[config.mk]
export PLATFORM = sky130hd
export DESIGN_NAME = store_narrow_unit
export DESIGN_NICKNAME = d
export VERILOG_FILES = /design/src/rtl/store_pkg.sv /design/src/rtl/store_lane_pack.sv /design/src/rtl/store_narrow_unit.sv
export SDC_FILE = /design/constraint.sdc
export NUM_CORES = 1
export LEC_CHECK = 0
export ABC_AREA = 1
export CAP_MARGIN = 30
export CORE_ASPECT_RATIO = 0.8
export CORE_MARGIN = 2
export CORE_UTILIZATION = 44
export DETAILED_ROUTE_END_ITERATION = 16
export PLACE_DENSITY = 0.81
export SYNTH_ARGS = -nofsm -noshare
export SYNTH_HDL_FRONTEND = slang
export SYNTH_HIERARCHICAL = 1
export SYNTH_SLANG_ARGS = --single-unit
[constraint.sdc]
create_clock -name clk -period 1.9 [get_ports clk]
set_clock_uncertainty 0.2 [all_clocks]
set_input_delay 0.38 -clock clk [delete_from_list [all_inputs] [get_ports clk]]
set_output_delay 0.38 -clock clk [all_outputs]
set_load 0.03 [all_outputs]
[src/rtl/store_pkg.sv]
// Shared encodings and payload type for the store narrowing path.
package store_pkg;

  localparam int unsigned DATA_W = 32;
  localparam int unsigned BE_W   = DATA_W / 8;

  typedef enum logic [1:0] {
    SZ_BYTE = 2'b00,
    SZ_HALF = 2'b01,
    SZ_WORD = 2'b10,
    SZ_RSVD = 2'b11
  } size_e;

  typedef enum logic {
    IDLE = 1'b0,
    REQ  = 1'b1
  } state_e;

  typedef struct packed {
    logic [DATA_W-1:0] wdata;
    logic [BE_W-1:0]   be;
  } mem_wr_t;

endpackage

[src/rtl/store_lane_pack.sv]
// Combinational lane replication, byte-enable generation and alignment check
// for little-endian byte/halfword/word stores.
module store_lane_pack
  import store_pkg::*;
(
  input  logic [1:0]        size,
  input  logic [1:0]        addr,
  input  logic [DATA_W-1:0] data,
  output logic [DATA_W-1:0] wdata,
  output logic [BE_W-1:0]   be,
  output logic              illegal
);

  always_comb begin
    wdata   = '0;
    be      = '0;
    illegal = 1'b0;
    case (size_e'(size))
      SZ_BYTE: begin
        wdata = {4{data[7:0]}};
        be    = 4'(4'b0001 << addr);
      end
      SZ_HALF: begin
        wdata   = {2{data[15:0]}};
        be      = addr[1] ? 4'b1100 : 4'b0011;
        illegal = addr[0];
      end
      SZ_WORD: begin
        wdata   = data;
        be      = 4'b1111;
        illegal = (addr != 2'b00);
      end
      default: begin
        illegal = 1'b1;
      end
    endcase
  end

endmodule

[src/rtl/store_narrow_unit.sv]
// Accepts one SB/SH/SW request, holds an aligned write on the data-memory port
// until acknowledged, and rejects misaligned or reserved-size stores.
module store_narrow_unit
  import store_pkg::*;
#(
  parameter int unsigned ADDR_W = 32
) (
  input  logic              clk,
  input  logic              rst,
  input  logic              st_valid,
  output logic              st_ready,
  input  logic [1:0]        st_size,
  input  logic [ADDR_W-1:0] st_addr,
  input  logic [DATA_W-1:0] st_data,
  output logic              mem_req,
  input  logic              mem_ack,
  output logic [ADDR_W-1:0] mem_addr,
  output logic [DATA_W-1:0] mem_wdata,
  output logic [BE_W-1:0]   mem_be,
  output logic              st_done,
  output logic              st_err
);

  state_e            state_q, state_d;
  mem_wr_t           pack_c;
  logic              illegal_c;
  logic              ready_d, req_d, done_d, err_d;
  logic [ADDR_W-1:0] addr_d;
  logic [DATA_W-1:0] wdata_d;
  logic [BE_W-1:0]   be_d;

  store_lane_pack u_pack (
    .size    (st_size),
    .addr    (st_addr[1:0]),
    .data    (st_data),
    .wdata   (pack_c.wdata),
    .be      (pack_c.be),
    .illegal (illegal_c)
  );

  // State register and registered outputs
  always_ff @(posedge clk) begin
    if (rst) begin
      state_q   <= IDLE;
      st_ready  <= 1'b1;
      mem_req   <= 1'b0;
      mem_addr  <= '0;
      mem_wdata <= '0;
      mem_be    <= '0;
      st_done   <= 1'b0;
      st_err    <= 1'b0;
    end else begin
      state_q   <= state_d;
      st_ready  <= ready_d;
      mem_req   <= req_d;
      mem_addr  <= addr_d;
      mem_wdata <= wdata_d;
      mem_be    <= be_d;
      st_done   <= done_d;
      st_err    <= err_d;
    end
  end

  // Next state and next output values; memory fields hold unless a legal accept
  always_comb begin
    state_d = state_q;
    ready_d = st_ready;
    req_d   = mem_req;
    addr_d  = mem_addr;
    wdata_d = mem_wdata;
    be_d    = mem_be;
    done_d  = 1'b0;
    err_d   = 1'b0;
    case (state_q)
      IDLE: begin
        ready_d = 1'b1;
        req_d   = 1'b0;
        if (st_valid && st_ready) begin
          if (illegal_c) begin
            err_d = 1'b1;
          end else begin
            state_d = REQ;
            ready_d = 1'b0;
            req_d   = 1'b1;
            addr_d  = {st_addr[ADDR_W-1:2], 2'b00};
            wdata_d = pack_c.wdata;
            be_d    = pack_c.be;
          end
        end
      end
      REQ: begin
        ready_d = 1'b0;
        req_d   = 1'b1;
        if (mem_ack) begin
          state_d = IDLE;
          ready_d = 1'b1;
          req_d   = 1'b0;
          done_d  = 1'b1;
        end
      end
      default: begin
        state_d = IDLE;
        ready_d = 1'b1;
        req_d   = 1'b0;
      end
    endcase
  end

endmodule

==> reports/qor.csv, run 1 <==
metric,value,unit
synth-seq-area-share,39.4,%
via_count,3926,
viasPerCell,4.93,
cp-start-kind,input pin,
path_clk_slew,80,ps
portBuffers,139,
numCtsBuffers,9,
cts.path.max_buffers,2,
nets,753,
hp-start,mem_wdata[18],
max-vdd-ir-drop,0.417,mV
wire_per_inst,13.1,um
grt_overflow,0,
initial_utilization,45.0,%
die_y,84.5,um
grt_max_degree,57,
postSynthCellCount,560,
grt_pass1_vias,3577,
path_common_cell,nand2_1,
clkSinkCount,70,
synthMuxAreaShare,0,%
synth-xor-area-share,0,%
p_leak,0.00269,uW
htreeDepth,3,
final_util,66.5,%
timing.critical_path.required,1940,ps
remaining_drc_errors,0,
critical-path-max-stage-delay,450,ps
routed_wl,10500,um
setup.worst_path.end_class,flop,
cts-root-buf,clkbuf_8,
crit_chain,"clkdlybuf4s50_1, o21ai_0, nand2_1, nor2_4, buf_12, nand3_1, nand2_1, nor2_1",
cap_violations,0,
cts_tree,built,
crit_type,in2reg,
post-route-period-util,96.5,%
drive_gt1_share,5.38,%
power.total,4250,uW
status,"finished, final reports clean",
dieArea,0.00883,sq mm
grt_pass1_wl,16900,um
r2r_start,state_q,
gp_congestion,1.04,
area_growth,47.7,%
ant_nets,0,
ys_ff_latch,70,
postSynthAreaPerCell,6.36,sq um
hold_class,reg2reg,
yosys.area_share.adder,0,%
powerDensity,808,mW/mm^2
antenna_found_initial,0,
yosys.area_share.simple,34.4,%
finalSetupViolations,0,
regToRegSetupSlack,430,ps
clock_latency,330,ps
hold_viol,0,
slowest_stage,clkdlybuf4s50_1,
synth_top_family_by_area,simple AND/OR/NAND/NOR gates,
synth_compound_area_share,11.0,%
fmax,546,MHz
critPathLaunch,st_size[0],
ys_warn_count,6,
arrival,1870,ps
fin_crit,1830,ps
n_antenna_cell,0,
drt_iter0_drc,295,
dp_hpwl,7530,um
rows,29,
ys_types,19,
die_width,105,um
cp_top_family,buffers and inverters,
rsz0062_at_grt,yes,
firstDrtPassIters,5,
report.final.slew_viol_count,0,
cp_max_fo,47,
io_pins,142,
coreArea,0.00791,sq mm
syn_area,0.00356,sq mm
grt_usage,23.6,%
path_buf_inv,2,
==> repair_timing <==
item	in CTS	in global routing
resized for setup	70	2
pin swaps	0	1
setup endpoints to repair	70	42
setup buffers	0	0
hold buffers	0	0
==> routing by layer <==
metal  routed length, um  vias to the layer above  track usage (%)  part of all wire, %
met5                   0                        -                0                    0
met4                 175                        0             7.15                  1.7
met3                 900                       15             6.44                  8.6
met2                4850                      160             39.2                   46
met1                4540                     1743             30.2                   43
li1                    -                     2008                -                    -
==> sequential cells by signal, summed over array words and instances (netlist names) <==
name	cells
st_err	1
st_done	1
mem_wdata	32
state_q	1
mem_be	4
mem_addr	30
st_ready	1
==> worst reg2reg max path: stages (launching register included) <==
cell	delay, ps
dfxtp_1	320
buf_4	150
nor2_4	220
buf_12	250
nand3_1	130
nand2_1	80
nor2_1	40
==> synth_stat cells, drive strengths merged <==
cell type  count  area (sq um)
a21oi         66           330
buf           33           193
clkbuf        11          41.3
clkinv         1          3.75
conb           1          3.75
dfxtp         70          1400
inv           81           304
nand2         91           342
nand3        114           571
nor2          79           307
nor3           1          5.00
o21ai         12          60.1
==> cell families (layout without fill, tap and decap cells) <==
group                  Yosys count  in the layout
AND/OR/NAND/NOR                285            285
buffers and inverters          126            253
AO/OA/AOI/OAI                   78             78
flip-flops                      70             70
other                            1              2
==> cell type report <==
cell class	count	area, sq um
fill	755	2650
multi-input combinational	365	1630
timing repair buffer	155	1540
sequential	70	1400
inverter	82	313
clock buffer	11	141
tap	108	135
clock inverter	5	106
==> power by group <==
part	internal (uW)	switching [uW]	total [uW]	leakage, uW
Combinational	450	682	1130	0.00199
Clock	911	570	1480	0.000120
Sequential	1580	57.8	1640	0.000574
Total	2940	1310	4250	0.00269
==> path summary, 6_finish.rpt <==
path,cells past startpoint,endpoint
setup / recovery,8,mem_wdata[23]
hold / removal,2,mem_wdata[18]
setup reg to reg,6,mem_wdata[23]
hold reg to reg,2,mem_wdata[18]
==> cell usage in the layout (no fill, tap or decap) <==
master           instances
a21oi_1                 66
o21ai_0                  5
buf_12                   9
inv_2                    2
bufinv_16                3
clkbuf_8                10
dfxtp_1                 70
clkinv_4                 1
inv_1                   78
buf_4                    7
nor3_1                   1
clkdlybuf4s50_1         69
nand3_1                114
conb_1                   2
dlygate4sd2_1           70
o21ai_1                  7
clkbuf_1                 1
clkinvlp_4               2
nand2_1                 91
nor2_1                  77
clkinv_2                 1
nor2_4                   2
==> stage by stage <==
stage	std cells	TNS [ps]	setup slack [ps]	hold slack, ps	area [sq um]
6_report	796	0	66.9	278	5260
5_1_grt	796	-159	-33.4	305	5260
4_1_cts	796	0	77.3	281	5250
3_5_place_dp	780	-17610	-285	269	5090
3_3_place_gp	780	-17620	-284	259	5090
2_1_floorplan	561	0	125	252	3560
Note: power is estimated with default switching activity, not from simulation.
==> inputs of run 2 (changes only) <==
CORE_UTILIZATION = 39   (was 44)
PLACE_DENSITY = 0.76   (was 0.81)
clock period = 1.49 ns   (was 1.9 ns; I/O delays follow)
==> run 2 against run 1 <==
Critical path depth decreased by 6. Clock power increased by 41%. Global-route usage decreased by 2.7 points. Die area increased by 12%. Total power increased by 38%. Sequential power increased by 29%. Sequential share of layout area decreased by 1.5 points. Core utilization decreased by 4.2 points.
==> reports/qor.csv, run 2 (same netlist as run 1, synthesis figures left out) <==
metric,value,unit
p_sw,1800,uW
holdWs,204,ps
grt_max_degree,44,
regToRegSetupSlack,60,ps
fin_area,0.00558,sq mm
p_int,4060,uW
fmax,685,MHz
hp-start,st_size[1],
antenna_found_initial,0,
die_width,111,um
post-route-period-util,97.9,%
reg2reg_depth,6,
io_pins,142,
clkSinkCount,70,
critPathLaunch,state_q,
die_y,89.5,um
clock_latency,320,ps
cp-start-kind,flop,
report.final.slew_viol_count,0,
crit_end,mem_req,
area_growth,56.8,%
grt_overflow,0,
final_common_cell,nand3_1,
remaining_drc_errors,0,
instances_no_fill,813,
via_count,3998,
initial_utilization,39.7,%
cp_max_fo,4,
routed_wl,10800,um
most-common-layout-cells,"nand3_1 (114), nand2_1 (90), inv_1 (78)",
dp_hpwl,7490,um
fin_crit,1460,ps
regArea,0.00140,sq mm
hold_class,in2reg,
pwr-share-seq,36.1,%
dieArea,0.00992,sq mm
arrival,960,ps
crit_type,reg2out,
setup.worst_path.end_class,output pin,
power.share.switching,30.7,%
timing.critical_path.required,990,ps
portBuffers,139,
final_util,62.3,%
dpl_cell_area,0.00511,sq mm
rows,31,
top_regs,"mem_wdata x32, mem_addr x30, mem_be x4",
cts.path.max_buffers,2,
powerDensity,1050,mW/mm^2
pre_cts_slack,-633,ps
viasPerCell,4.92,
path_clk_slew,50,ps
numCtsBuffers,9,
drt_iter0_drc,184,
grt_usage,21.0,%
gp_congestion,0.918,
regMostFlops,mem_wdata,
cts_tree,built,
htreeDepth,3,
grt_pass1_wl,16800,um
drive_gt1_share,18.2,%
cap_violations,0,
clockPowerShare,35.7,%
coreArea,0.00896,sq mm
n_fill_cell,863,
pwr-share-comb,28.3,%
finalSetupViolations,0,
r2r_end,mem_wdata[7],
hold_viol,0,
n_antenna_cell,0,
p_leak,0.00269,uW
cts_hold_buf,0,
status,"finished, final reports clean",
nets,764,
multi_input_comb_area,0.00164,sq mm
dp_cells,789,
finalWorstSetupSlack,30.9,ps
wire_per_inst,13.3,um
r2r_start,state_q,
max-vdd-ir-drop,0.672,mV
firstDrtPassIters,5,
ant_nets,0,
cts-root-buf,clkbuf_16,
grt_pass1_vias,3473,
largest_register_ffs,32,
-- run 2: cell count changes in the layout (fill, tap and decap cells not counted), sizes merged --
| cell | delta |
|---|---|
| bufbuf | +1 |
| clkinv | +3 |
| clkbuf | -1 |
| dlygate4sd2 | -70 |
| buf | +81 |
| bufinv | -2 |
| clkdlybuf4s15 | +2 |
| clkdlybuf4s50 | -4 |
-- run 2: worst max-delay path, cell delays in order, from the launching register on --
cell and delay (ps):
dfxtp_2 330, buf_4 140, buf_4 160
-- run 2: layout make-up --
cell class / instances / area share, %
sequential: 70 / 25.1
clock inverter: 6 / 1.14
clock buffer: 9 / 4.03
inverter: 82 / 5.65
multi-input combinational: 365 / 29.4
tap: 115 / 2.58
timing repair buffer: 166 / 32.1
-- run 2: through the flow --
stage               setup TNS [ps]  total power [uW]
finish                           0              5860
global route                 -5.90              6150
CTS                              0              5900
detailed placement          -40700              3690
global placement            -39180              3670
floorplan                     -102              3040
-- run 2: timing repair --
item                                    in CTS  in global routing
gates cloned                                 3                  1
pin swaps                                    4                  6
gates resized for setup                     24                  6
setup buffers                                4                  1
endpoints found under the setup margin      70                 43
-- run 2: layer usage --
metal	track usage [%]	up-vias	wire length, um
li1	-	2033	-
met1	26.9	1829	4780
met2	35.4	128	5170
met3	6.31	8	801
met4	4.77	0	80
met5	0	-	0
-- run 2: worst min-delay path by stage --
| stage | end | slack [ps] | cells after the start |
|---|---|---|---|
| after global routing | st_err | 210 | 5 |
| final | st_err | 200 | 5 |
| after global placement | mem_wdata[15] | 260 | 2 |
| after floorplan | st_done | 170 | 1 |
| after detailed placement | mem_wdata[31] | 270 | 2 |
| after CTS | mem_wdata[31] | 290 | 2 |
-- run 2: power by group through the flow --
| stage | Sequential, uW | Combinational, uW | Clock, uW |
|---|---|---|---|
| 6_report | 2110 | 1660 | 2090 |
| 5_1_grt | 2130 | 1790 | 2230 |
| 4_1_cts | 2110 | 1650 | 2140 |
| 3_5_place_dp | 2150 | 1540 | 0 |
| 3_3_place_gp | 2150 | 1520 | 0 |
| 2_1_floorplan | 2400 | 633 | 0 |
==> RTL change: new RTL, flow settings as in run 1 <==
The output `st_err` loses its register stage (`st_err` becomes a continuous assignment).
--- a/src/rtl/store_narrow_unit.sv
+++ b/src/rtl/store_narrow_unit.sv
@@ -48,7 +48,6 @@
       mem_wdata <= '0;
       mem_be    <= '0;
       st_done   <= 1'b0;
-      st_err    <= 1'b0;
     end else begin
       state_q   <= state_d;
       st_ready  <= ready_d;
@@ -57,9 +56,10 @@
       mem_wdata <= wdata_d;
       mem_be    <= be_d;
       st_done   <= done_d;
-      st_err    <= err_d;
     end
   end
+
+  assign st_err = err_d;
 
   // Next state and next output values; memory fields hold unless a legal accept
   always_comb begin
Formal check against the unedited RTL: not equivalent (Yosys sat finds a counterexample within 4 cycles, from zero or initial values and one cycle with rst high).
==> RTL change against run 1 <==
Design area down 2.2%. Worst setup slack better by 0.040 ns. Count of clock-buffer cells in the layout rose by 2. Sequential cell count is 1 lower. Area after synthesis decreased by 0.60%. Routed wire length is 3.0% lower. Register-to-register slack improved by 0.08 ns. Total power down 6.6%. Critical path type is now primary input to output pin. Largest cell class unchanged.
==> RTL change: results (changes against run 1) <==
Synthesis:
- The proportion of synthesized chip area in sequential cells is 39.0% (was 39.4%).
- The mean area per synthesized cell is 6.33 sq um (was 6.36 sq um).
- The number of warnings issued by yosys came to 6 (unchanged).
- Commonest cells post-synth: sky130_fd_sc_hd__nand3_1, sky130_fd_sc_hd__nand2_1, sky130_fd_sc_hd__inv_1, sky130_fd_sc_hd__nor2_1, sky130_fd_sc_hd__dfxtp_1 (unchanged).
- Most area-consuming cells after synthesis: sky130_fd_sc_hd__dfxtp_1, sky130_fd_sc_hd__nand3_1, sky130_fd_sc_hd__nand2_1 (unchanged).

Critical path:
- The setup slack on the worst flop-to-flop path came to 0.51 ns (was 0.43 ns).
- The cell depth of the worst flop-to-flop path came to 5 (was 6).
- The end of the worst register-to-register path is mem_be[0] (was mem_wdata[23]).
- The highest net fanout along the worst path is 2 (was 47).
- The delay of the slowest cell on the worst path is 0.26 ns (was 0.45 ns).
- The standard cell with the maximum stage delay on the critical path is sky130_fd_sc_hd__dlygate4sd2_1 (was sky130_fd_sc_hd__clkdlybuf4s50_1).

Layout:
- The fraction of layout instances using a drive strength above 1 was 5.27% (was 5.38%).
- The post-layout net count is 748 (was 753).
- Largest registers: mem_wdata x32, mem_addr x30, mem_be x4 (unchanged).

Outcome:
- Result of the run: completed (unchanged).

Routing:
- The number of vias in the routed layout is 3888 (was 3926).
- The DRC marker count from the first detailed-route iteration is 190 (was 295).
- The routed wire length is 10200 microns (was 10500 microns).
- The per-cell via count in the routed design is 4.92 (was 4.93).

Placement:
- The weighted congestion at the end of routability-driven global placement is 0.926 (was 1.04).
- The number of instances in the placed design is 774 (was 780).
- The count of port buffers added during placement is 139 (unchanged).
- The detailed-placement wirelength estimate is 7260 microns (was 7530 microns).
- The post-place setup slack was -0.328 ns (was -0.285 ns).

Clock network:
- The maximum count of clock buffers along a single path is 2 (unchanged).
- The later-pin clock latency in the skew report is 0.33 ns (about the same).
- The depth of the CTS H-tree was 3 (unchanged).

Pwr:
- The worst supply voltage drop on vdd is 520 uV (was 417 uV).
- The static leakage was 0.00265 uW (was 0.00269 uW).

GRT:
- The largest net degree at the start of global routing came to 73 (was 57).
- The combined global-route utilization of all metal layers is 22.8% (was 23.6%).
- The global-route wire length before repair is 16400 microns (was 16900 microns).
- The via count of the first global-routing pass is 3429 (was 3577).
## RTL change: layer usage
metal / up-vias / global-route usage, % / wire [microns]
li1: 1991 / - / -
met1: 1743 / 30.4 / 4620
met2: 140 / 35.9 / 4650
met3: 14 / 5.90 / 679
met4: 0 / 7.86 / 198
met5: - / 0 / 0
## RTL change: report_power, final
part	leakage [uW]	switching (uW)	internal [uW]
logic	0.00198	673	432
registers	0.000566	60.4	1560
clock network	0.000106	535	713
## RTL change: cell families (layout without fill, tap and decap cells)
logic type	after synthesis	count (layout)	synth area share, %
compound gates	78	78	11.0
buf+inv	127	250	15.4
simple gates	284	284	34.5
other cells	1	2	0.106
flops	69	69	39.0
## RTL change: timing repair
action | 4_1_cts | 5_1_grt
pin swaps | 2 | 3
gates resized for setup | 75 | 2
endpoints found under the hold margin | 0 | 0
setup buffers | 1 | 0
setup endpoints to repair | 70 | 69
## RTL change: worst register-to-register path, stage by stage, from the launching register on
cell	delay, ns
sky130_fd_sc_hd__dfxtp_1	0.36
sky130_fd_sc_hd__nor2_4	0.18
sky130_fd_sc_hd__buf_12	0.28
sky130_fd_sc_hd__nand3_1	0.15
sky130_fd_sc_hd__nand2_1	0.08
sky130_fd_sc_hd__nor2_1	0.04
## RTL change: how the worst max path moves through the flow
stage | start | endpoint | slack, ns
after floorplan | st_size[1] | st_err | 0.10
after global placement | st_size[1] | mem_wdata[1] | -0.28
after detailed placement | st_size[1] | mem_addr[15] | -0.33
after CTS | st_size[0] | st_err | -0.09
after global routing | st_size[1] | st_err | 0.03
final | st_addr[0] | st_err | 0.11
## RTL change: final cells by class
class | instances | area [sq um]
repair buffers | 151 | 1470
inverters | 83 | 313
clock buffers | 13 | 169
flip-flops and latches | 69 | 1380
clock inverters | 3 | 42.5
fillers | 770 | 2730
well taps | 108 | 135
multi-input cells | 364 | 1630
## RTL change: metrics by stage
stage	util (%)	area (sq um)	hold slack (ns)
floorplan	-	3550	0.258
detailed placement	63.5	5000	0.267
global placement	63.5	5000	0.259
global route	65.3	5140	0.304
finish	65.3	5140	0.275
CTS	65.3	5140	0.280
